### src/rtl/imem_boot_loader.sv
// Byte-stream boot loader: assembles big-endian words, fills instruction memory, then releases
// the CPU. Optional trailing checksum check enabled by defining IMEM_BOOT_CHECKSUM_EN.
module imem_boot_loader #(
    parameter int unsigned ADDR_W = 5
) (
    input  logic              clk_i,
    input  logic              rst_n,
    input  logic              load_req_i,
    input  logic [7:0]        byte_i,
    input  logic              byte_valid_i,
    output logic              byte_ready_o,
    output logic              im_we_o,
    output logic [ADDR_W-1:0] im_addr_o,
    output logic [31:0]       im_wdata_o,
    output logic              cpu_rst_n_o,
    output logic              done_o,
    output logic              err_o,
    output logic [ADDR_W:0]   word_cnt_o
);

    typedef enum logic [2:0] {
        StIdle,
        StLoad,
        StWrite,
        StCsum,
        StRun,
        StErr
    } state_e;

    state_e            r_state;
    logic [1:0]        r_idx;
    logic [23:0]       r_shift;
    logic              r_ready;
    logic              r_we;
    logic [ADDR_W-1:0] r_addr;
    logic [31:0]       r_wdata;
    logic              r_cpu_rst_n;
    logic              r_done;
    logic              r_err;
    logic [ADDR_W:0]   r_cnt;
`ifdef IMEM_BOOT_CHECKSUM_EN
    logic [31:0]       r_acc;
`endif

    logic        w_xfer;
    logic [31:0] w_word;

    assign w_xfer = r_ready & byte_valid_i;
    assign w_word = {r_shift, byte_i};

    always_ff @(posedge clk_i or negedge rst_n) begin
        if (!rst_n) begin
            r_state     <= StIdle;
            r_idx       <= '0;
            r_shift     <= '0;
            r_ready     <= 1'b0;
            r_we        <= 1'b0;
            r_addr      <= '0;
            r_wdata     <= '0;
            r_cpu_rst_n <= 1'b0;
            r_done      <= 1'b0;
            r_err       <= 1'b0;
            r_cnt       <= '0;
`ifdef IMEM_BOOT_CHECKSUM_EN
            r_acc       <= '0;
`endif
        end else if (load_req_i) begin
            // Restart wins over everything; an in-flight write strobe already went out this cycle.
            r_state     <= StLoad;
            r_idx       <= '0;
            r_ready     <= 1'b1;
            r_we        <= 1'b0;
            r_addr      <= '0;
            r_cpu_rst_n <= 1'b0;
            r_done      <= 1'b0;
            r_err       <= 1'b0;
            r_cnt       <= '0;
`ifdef IMEM_BOOT_CHECKSUM_EN
            r_acc       <= '0;
`endif
        end else begin
            case (r_state)
                StLoad: begin
                    if (w_xfer) begin
                        r_shift <= w_word[23:0];
                        r_idx   <= r_idx + 2'd1;
                        if (r_idx == 2'd3) begin
                            r_state <= StWrite;
                            r_ready <= 1'b0;
                            r_we    <= 1'b1;
                            r_wdata <= w_word;
                        end
                    end
                end
                StWrite: begin
                    r_we <= 1'b0;
                    if (r_wdata == 32'd0) begin
`ifdef IMEM_BOOT_CHECKSUM_EN
                        r_state <= StCsum;
                        r_ready <= 1'b1;
                        r_idx   <= '0;
`else
                        r_state     <= StRun;
                        r_cpu_rst_n <= 1'b1;
                        r_done      <= 1'b1;
`endif
                    end else if (r_addr == {ADDR_W{1'b1}}) begin
                        // Last slot used by a non-terminator: no room left for the terminator.
                        r_state <= StErr;
                        r_err   <= 1'b1;
                    end else begin
                        r_state <= StLoad;
                        r_ready <= 1'b1;
                        r_addr  <= r_addr + 1'b1;
                        r_cnt   <= r_cnt + 1'b1;
`ifdef IMEM_BOOT_CHECKSUM_EN
                        r_acc   <= r_acc ^ r_wdata;
`endif
                    end
                end
`ifdef IMEM_BOOT_CHECKSUM_EN
                StCsum: begin
                    if (w_xfer) begin
                        r_shift <= w_word[23:0];
                        r_idx   <= r_idx + 2'd1;
                        if (r_idx == 2'd3) begin
                            r_ready <= 1'b0;
                            if (w_word == r_acc) begin
                                r_state     <= StRun;
                                r_cpu_rst_n <= 1'b1;
                                r_done      <= 1'b1;
                            end else begin
                                r_state <= StErr;
                                r_err   <= 1'b1;
                            end
                        end
                    end
                end
`endif
                default: begin
                    // Idle, Run and Err hold until a load request or reset.
                end
            endcase
        end
    end

    assign byte_ready_o = r_ready;
    assign im_we_o      = r_we;
    assign im_addr_o    = r_addr;
    assign im_wdata_o   = r_wdata;
    assign cpu_rst_n_o  = r_cpu_rst_n;
    assign done_o       = r_done;
    assign err_o        = r_err;
    assign word_cnt_o   = r_cnt;

endmodule
### config.mk
export PLATFORM = sky130hd
export DESIGN_NAME = imem_boot_loader
export DESIGN_NICKNAME = d
export VERILOG_FILES = /design/src/rtl/imem_boot_loader.sv
export SDC_FILE = /design/constraint.sdc
export NUM_CORES = 1
export LEC_CHECK = 0
export BUFFER_PORTS_ARGS = -buffer_cell sky130_fd_sc_hd__buf_2
export CAP_MARGIN = 0
export CORE_MARGIN = 4
export CORE_UTILIZATION = 55
export CTS_BUF_LIST = sky130_fd_sc_hd__clkbuf_4 sky130_fd_sc_hd__clkbuf_8 sky130_fd_sc_hd__clkbuf_16
export DETAILED_ROUTE_END_ITERATION = 12
export PLACE_DENSITY = 0.79
export SETUP_SLACK_MARGIN = 0.4
export SYNTH_ARGS = -nofsm -noshare
export SYNTH_HDL_FRONTEND = slang
export SYNTH_SLANG_ARGS = --single-unit
### constraint.sdc
create_clock -name clk_i -period 2.35 [get_ports clk_i]
set_input_delay 0.47 -clock clk_i [delete_from_list [all_inputs] [get_ports clk_i]]
set_output_delay 0.47 -clock clk_i [all_outputs]
set_load 0.02 [all_outputs]
==> reports/results.ini, run 1 <==
[synth]
syn-mean-instance-area_um2 = 14.53
post_synth_num_cell_types = 37
synth_enable_flop_cells = 0
postSynthCellCount = 227
synth.yosys.warnings = 0
syn-cell-area_mm2 = 0.003298
synth.top_cell.area_share_pct = 56.90
synth.ff_latch_count = 75
post-synth-top-area-cell = dfrtp_1
ys_async_sr_fraction_pct = 100.0
ys.flop_type = dfrtp_1
ys_seq_area_share_pct = 56.90
yosys-top-cells-area = dfrtp_1, mux2_4, mux2_2, buf_6, nor4_1
syn_nets = 243

[layout]
final_layout_size_suffix_gt1_share_pct = 54.15
area_growth_from_synthesis_to_layout_pct = 20.56
num_antenna_cells = 0
multi_input_area_mm2 = 0.001378
area.sequential_mm2 = 0.001881
design.final.nets = 312
fillCellCount = 403

[critical_path]
rr_startpoint = im_wdata_o[16]
crit_path_end_kind = flop
critical_path_arrival_ns = 2.12
cp-start-kind = flop
worstPathMaxFanout = 15
regToRegSetupSlack_ns = 0.46
critPathTopFamily = simple AND/OR/NAND/NOR gates
cp_cell_sequence = nor4_1 > nand2_1 > nor4_4 > buf_6 > nor3_4 > mux2_2
worst-path-buf-inv = 1
r2r.worst_path.cells = 6
critical-path-max-stage-delay_ns = 0.40
worstPathRequired_ns = 2.58
cp_slowest_cell = dfrtp_1
worst-setup-path-type = flop to flop
r2r-end = word_cnt_o[0]

[power_and_ir_drop]
p_leak_uw = 0.002039
pwr_density_cell_mw_per_mm2 = 908.1
power.total_uw = 3611
ir_drop_mv = 0.5388

[detailed_routing]
initial_drt_markers = 83
drc = 0
routed_len_inst_um = 17.48
ant_nets = 0
detail_route.wirelength_um = 6519
vias_per_cell = 5.611
drt_pass1_iterations = 4
dr_total_vias = 2093

[floorplanning]
die_h_um = 85.44
die_area_mm2 = 0.007300
io-pin-count = 60
placement_rows = 27
floorplan.initialDensity_pct = 58.11
chipWidth_um = 85.44
area_of_the_placeable_core_mm2 = 0.005675

[grt]
wire_length_of_the_first_global_routing_pass_um = 10740
overflow = 0
number_of_antenna_violations_at_the_first_check_in_global_routing = 0
groute.usage.overall_pct = 18.98
grt_max_degree = 43
grt_pass1_vias = 2164

[flow_run]
maxcap_violations = 0

[timing]
fin_crit_sh_pct = 80.51
max-slew-margin-rel_pct = 63.74
setup_tns_ns = 0
unrepaired_setup_endpoints_after_global_routing = yes
max_freq_mhz = 528.5
finalSetupViolations = 0
skew_ns = 0.003911
timing.final.max_slew_violations = 0
worstMarginPinSlew_ns = 0.5439
timing.final.crit_period_ns = 1.892
report.final.hold_viol_count = 0

[clock_network]
clk-insertion-delay-late_ns = 0.34
htree_levels = 3
clock-sinks = 75
cts.hold.buffers_added = 0
tritoncts = built
cts_buffer_depth = 2
total_cts_buffers = 9
ctsRootBufferMaster = clkbuf_8
clk_pin_slew_worst_paths_ns = 0.07

[placement]
port-buffer-count = 59
place_hpwl_um = 4482
finalWeightedCongestion = 0.7429

[hold_path]
hold_path_class = primary input to async pin

[outcome]
outcome = finished clean

==> power by group <==
group	switching (µW)	leakage [µW]	internal (µW)
Sequential	207	0.000967	1540
Clock	431	0.000108	566
Combinational	438	0.000964	431
==> layer usage <==
layer | routed length [µm] | part of all wire (%) | vias to the layer above | global-route usage (%)
met5 | 0 | 0 | - | 0
met4 | 101 | 1.5 | 0 | 5.612
met3 | 272 | 4.2 | 10 | 5.243
met2 | 3171 | 49 | 42 | 28.88
met1 | 2973 | 46 | 1081 | 26.70
li1 | - | - | 960 | -
==> Yosys cell counts, types with 3 or more instances <==
| master | number |
|---|---|
| a21oi_1 | 9 |
| buf_2 | 3 |
| buf_6 | 6 |
| dfrtp_1 | 75 |
| ha_1 | 4 |
| mux2_2 | 30 |
| mux2_4 | 29 |
| mux2i_1 | 3 |
| nand2_1 | 7 |
| nand2b_1 | 6 |
| nand3b_1 | 3 |
| nor2_1 | 6 |
| nor2b_1 | 3 |
| nor4_1 | 10 |
| o21ai_0 | 5 |
| or3_1 | 3 |
==> cell usage in the layout, fill, tap and decap left out, types with 2 or more instances in the layout <==
cell type / instances
or3_1: 2
nor3_1: 2
nor2b_1: 3
buf_2: 58
buf_4: 8
mux2i_1: 3
dfrtp_1: 72
nand2_1: 7
nand3b_1: 3
clkbuf_4: 4
ha_1: 2
nor4_4: 2
dfrtp_2: 3
mux2_2: 30
nand4b_1: 2
mux2_4: 29
clkbuf_8: 10
nor4_1: 9
nand2b_1: 6
buf_12: 3
o21ai_0: 5
nor2_1: 6
or3_4: 2
a21oi_1: 9
==> stage by stage <==
| stage | hold slack, ns | util, % | instances | worst slack [ns] | instance area [µm²] |
|---|---|---|---|---|---|
| floorplan | 0.1744 | - | 227 | 0.4000 | 3326 |
| global placement | 0.4838 | 64.64 | 352 | 0.2631 | 3669 |
| detailed placement | 0.4928 | 64.64 | 352 | 0.2335 | 3669 |
| CTS | 0.1312 | 68.87 | 373 | 0.3782 | 3909 |
| global route | 0.1348 | 70.06 | 373 | 0.3607 | 3976 |
| finish | 0.09779 | 70.06 | 373 | 0.4580 | 3976 |
==> flip-flops by register name, indices dropped and copies added (netlist names) <==
register      flops
err_o             1
word_cnt_o        6
im_wdata_o       32
byte_ready_o      1
r_idx             2
r_shift          24
done_o            1
r_state           3
im_addr_o         5
==> layout make-up <==
| class | instances | share of cell area, % |
|---|---|---|
| inverter | 1 | 0.09440 |
| multi-input combinational | 139 | 34.64 |
| clock buffer | 14 | 4.216 |
| clock inverter | 2 | 0.8811 |
| sequential | 75 | 47.29 |
| tap | 72 | 2.266 |
| timing repair buffer | 70 | 10.60 |
==> worst max path at each step <==
stage                         startpoint        endpoint  slack (ns)  cells past startpoint
after global routing       im_wdata_o[8]    im_addr_o[0]        0.36                      6
after CTS                     r_state[1]  im_wdata_o[19]        0.38                      6
after detailed placement    byte_valid_i  im_wdata_o[11]        0.23                      7
final                     im_wdata_o[16]   word_cnt_o[0]        0.46                      6
after floorplan               r_state[1]  im_wdata_o[10]        0.40                      7
after global placement      byte_valid_i  im_wdata_o[19]        0.26                      7
==> kinds of logic (layout without fill, tap and decap cells) <==
logic type               after synthesis  after routing  synth area share, %
multiplexers                          62             62                24.36
XOR/XNOR                               1              1               0.2656
flip-flops                            75             75                56.90
buffers and inverters                 13             87                3.186
AND/OR/NAND/NOR                       54             54                10.55
adder cells (fa/ha/maj)                4              4                1.518
AO/OA/AOI/OAI                         18             18                3.225
==> what timing repair did <==
action                     CTS  global route
setup endpoints to repair   33            63
buffers inserted             5             0
pin swaps                    1             4
resized for setup            0            14
No activity file was read; power rests on OpenSTA's default activity.
==> inputs of run 2 (changes only) <==
--- a/config.mk
+++ b/config.mk
@@ -8,10 +8,10 @@
 export BUFFER_PORTS_ARGS = -buffer_cell sky130_fd_sc_hd__buf_2
 export CAP_MARGIN = 0
 export CORE_MARGIN = 4
-export CORE_UTILIZATION = 55
+export CORE_UTILIZATION = 50
 export CTS_BUF_LIST = sky130_fd_sc_hd__clkbuf_4 sky130_fd_sc_hd__clkbuf_8 sky130_fd_sc_hd__clkbuf_16
 export DETAILED_ROUTE_END_ITERATION = 12
-export PLACE_DENSITY = 0.79
+export PLACE_DENSITY = 0.76
 export SETUP_SLACK_MARGIN = 0.4
 export SYNTH_ARGS = -nofsm -noshare
 export SYNTH_HDL_FRONTEND = slang
==> constraint.sdc (replaced) <==
create_clock -name clk_i -period 1.7 [get_ports clk_i]
set_input_delay 0.34 -clock clk_i [delete_from_list [all_inputs] [get_ports clk_i]]
set_output_delay 0.34 -clock clk_i [all_outputs]
set_load 0.02 [all_outputs]
==> run 2 against run 1 <==
- the flow now finishes with violations (setup timing)
- wire length rose by 54%
- utilization rose by 11 points
- sequential power rose by 42%
- hold slack improved by 0.13 ns
- combinational power rose by 140%
- non-clock buffer count rose by 68
- sequential cell count did not move
- final cell count rose by 20%
- cell area rose by 30%
- largest power group unchanged
==> reports/results.ini, run 2 (synthesized netlist as in run 1, its figures left out) <==
[outcome]
outcome = finished, violations left
violations_in_the_final_reports = setup timing

[power_and_ir_drop]
p_leak_uw = 0.002541
p_seq_share_pct = 39.5
combPwrFrac_pct = 33.2
switching_share_pct = 30.69
p_int_uw = 4332
power.net_switching_uw = 1918
clock_power_share_pct = 27.3
ir_drop_mv = 0.8626
pwr_density_cell_mw_per_mm2 = 1212
power.total_uw = 6250

[clock_network]
tritoncts = built
htree_levels = 3
clk_pin_slew_worst_paths_ns = 0.08
ctsRootBufferMaster = clkbuf_8
clk-insertion-delay-late_ns = 0.36
cts_buffer_depth = 2
clock-sinks = 75
total_cts_buffers = 9

[grt]
met2_layer_usage_reported_by_global_route_pct = 40.19
met3_usage_pct = 5.991
grtUsageMet1_pct = 30.13
grt_max_degree = 53
wire_length_of_the_first_global_routing_pass_um = 13880
number_of_antenna_violations_at_the_first_check_in_global_routing = 0
grt_busiest_layer = met2
grt_pass1_vias = 2594
overflow = 0
groute.usage.overall_pct = 24.23

[layout]
area_growth_from_synthesis_to_layout_pct = 56.37
mostFrequentLayoutCell = buf_6
num_antenna_cells = 0
mostFrequentLayoutCells = buf_6, dfrtp_1, buf_4
design.final.nets = 380
final_layout_size_suffix_gt1_share_pct = 67.48
instances_no_fill = 446
final_cell_area_excluding_filler_cells_mm2 = 0.005157
largest_reg_flops = 32

[detailed_routing]
routed_len_inst_um = 22.47
detail_route.wirelength_um = 10020
dr_total_vias = 2539
drc = 0
initial_drt_markers = 127
drt_pass1_iterations = 4
ant_nets = 0
vias_per_cell = 5.693

[placement]
port-buffer-count = 59
place_hpwl_um = 4906
dpl_cell_area_mm2 = 0.004025
finalWeightedCongestion = 0.8091
place_inst = 397

[floorplanning]
io-pin-count = 60
die_area_mm2 = 0.007959
area_of_the_placeable_core_mm2 = 0.006386
die_h_um = 89.22
chipWidth_um = 89.22
placement_rows = 29
floorplan.initialDensity_pct = 51.65

[timing]
fin_crit_sh_pct = 117.3
worstMarginPinSlew_ns = 0.4023
max-slew-margin-rel_pct = 73.10
report.final.hold_viol_count = 0
skew_ns = 0.009080
unrepaired_setup_endpoints_after_global_routing = yes
finalSetupViolations = 72
timing.final.crit_period_ns = 1.993
max_freq_mhz = 501.6
timing.final.max_slew_violations = 0
finalWorstSetupSlack_ns = -0.2935

[hold_path]
hold_path_class = primary input to flop

[critical_path]
cp-start-kind = flop
worstPathMaxFanout = 16
crit_path_end_kind = flop
critical_path_arrival_ns = 2.24
worstPathRequired_ns = 1.94
worst-setup-path-type = flop to flop

[flow_run]
maxcap_violations = 0

-- run 2: what timing repair did --
item | CTS | global route
hold endpoints to repair | 9 | 0
cloned | 3 | 3
endpoints found under the setup margin | 107 | 116
buffers inserted | 12 | 14
resized for setup | 105 | 48
pin swaps | 8 | 14
hold buffers | 1 | 0
-- run 2: cell type report --
cell class / count / area (µm²)
inverter: 1 / 3.754
multi-input combinational: 139 / 1500
clock buffer: 10 / 131.4
fill: 307 / 1229
sequential: 75 / 1884
tap: 77 / 96.34
clock inverter: 6 / 112.6
timing repair buffer: 138 / 1429
-- run 2: final timing paths --
kind	depth (start not counted)	slack, ns	to	from
worst min register to register	2	0.51	done_o	done_o
max in group asynchronous	4	0.58	r_shift[16]	rst_n
worst max-delay path	6	-0.29	im_wdata_o[9]	r_state[1]
min in group asynchronous	2	0.41	word_cnt_o[1]	rst_n
worst max register to register	6	-0.29	im_wdata_o[9]	r_state[1]
worst min-delay path	2	0.23	im_wdata_o[6]	byte_i[6]
-- run 2: worst max-delay path, cell delays in order, from the launching register on --
cell and delay, ns:
dfrtp_2 0.43, nand4b_1 0.24, nor2_2 0.21, nand2_2 0.09, or3_4 0.41, buf_16 0.20, mux2_4 0.31
-- run 2: per-layer routing --
metal / share of wire, % / wire, µm
met1: 39 / 3908
met2: 53 / 5326
met3: 4.8 / 480
met4: 3.1 / 306
met5: 0 / 0
-- run 2: power groups by stage --
stage / clock [µW] / sequential, µW / combinational, µW
floorplan: 0 / 2550 / 641
global placement: 0 / 2370 / 1400
detailed placement: 0 / 2400 / 1450
CTS: 1700 / 2410 / 1830
global route: 1810 / 2500 / 2180
finish: 1710 / 2470 / 2070
-- run 2: per-stage QoR --
step	TNS (ns)	setup WS (ns)	hold WS [ns]	utilization [%]
after floorplan	-9.795	-0.2450	0.04441	-
after global placement	-7.531	-0.1980	0.2296	63.03
after detailed placement	-10.01	-0.2566	0.2335	63.03
after CTS	-3.899	-0.1110	0.2219	75.18
after global routing	-18.04	-0.3375	0.2198	80.76
final	-14.59	-0.2935	0.2278	80.76
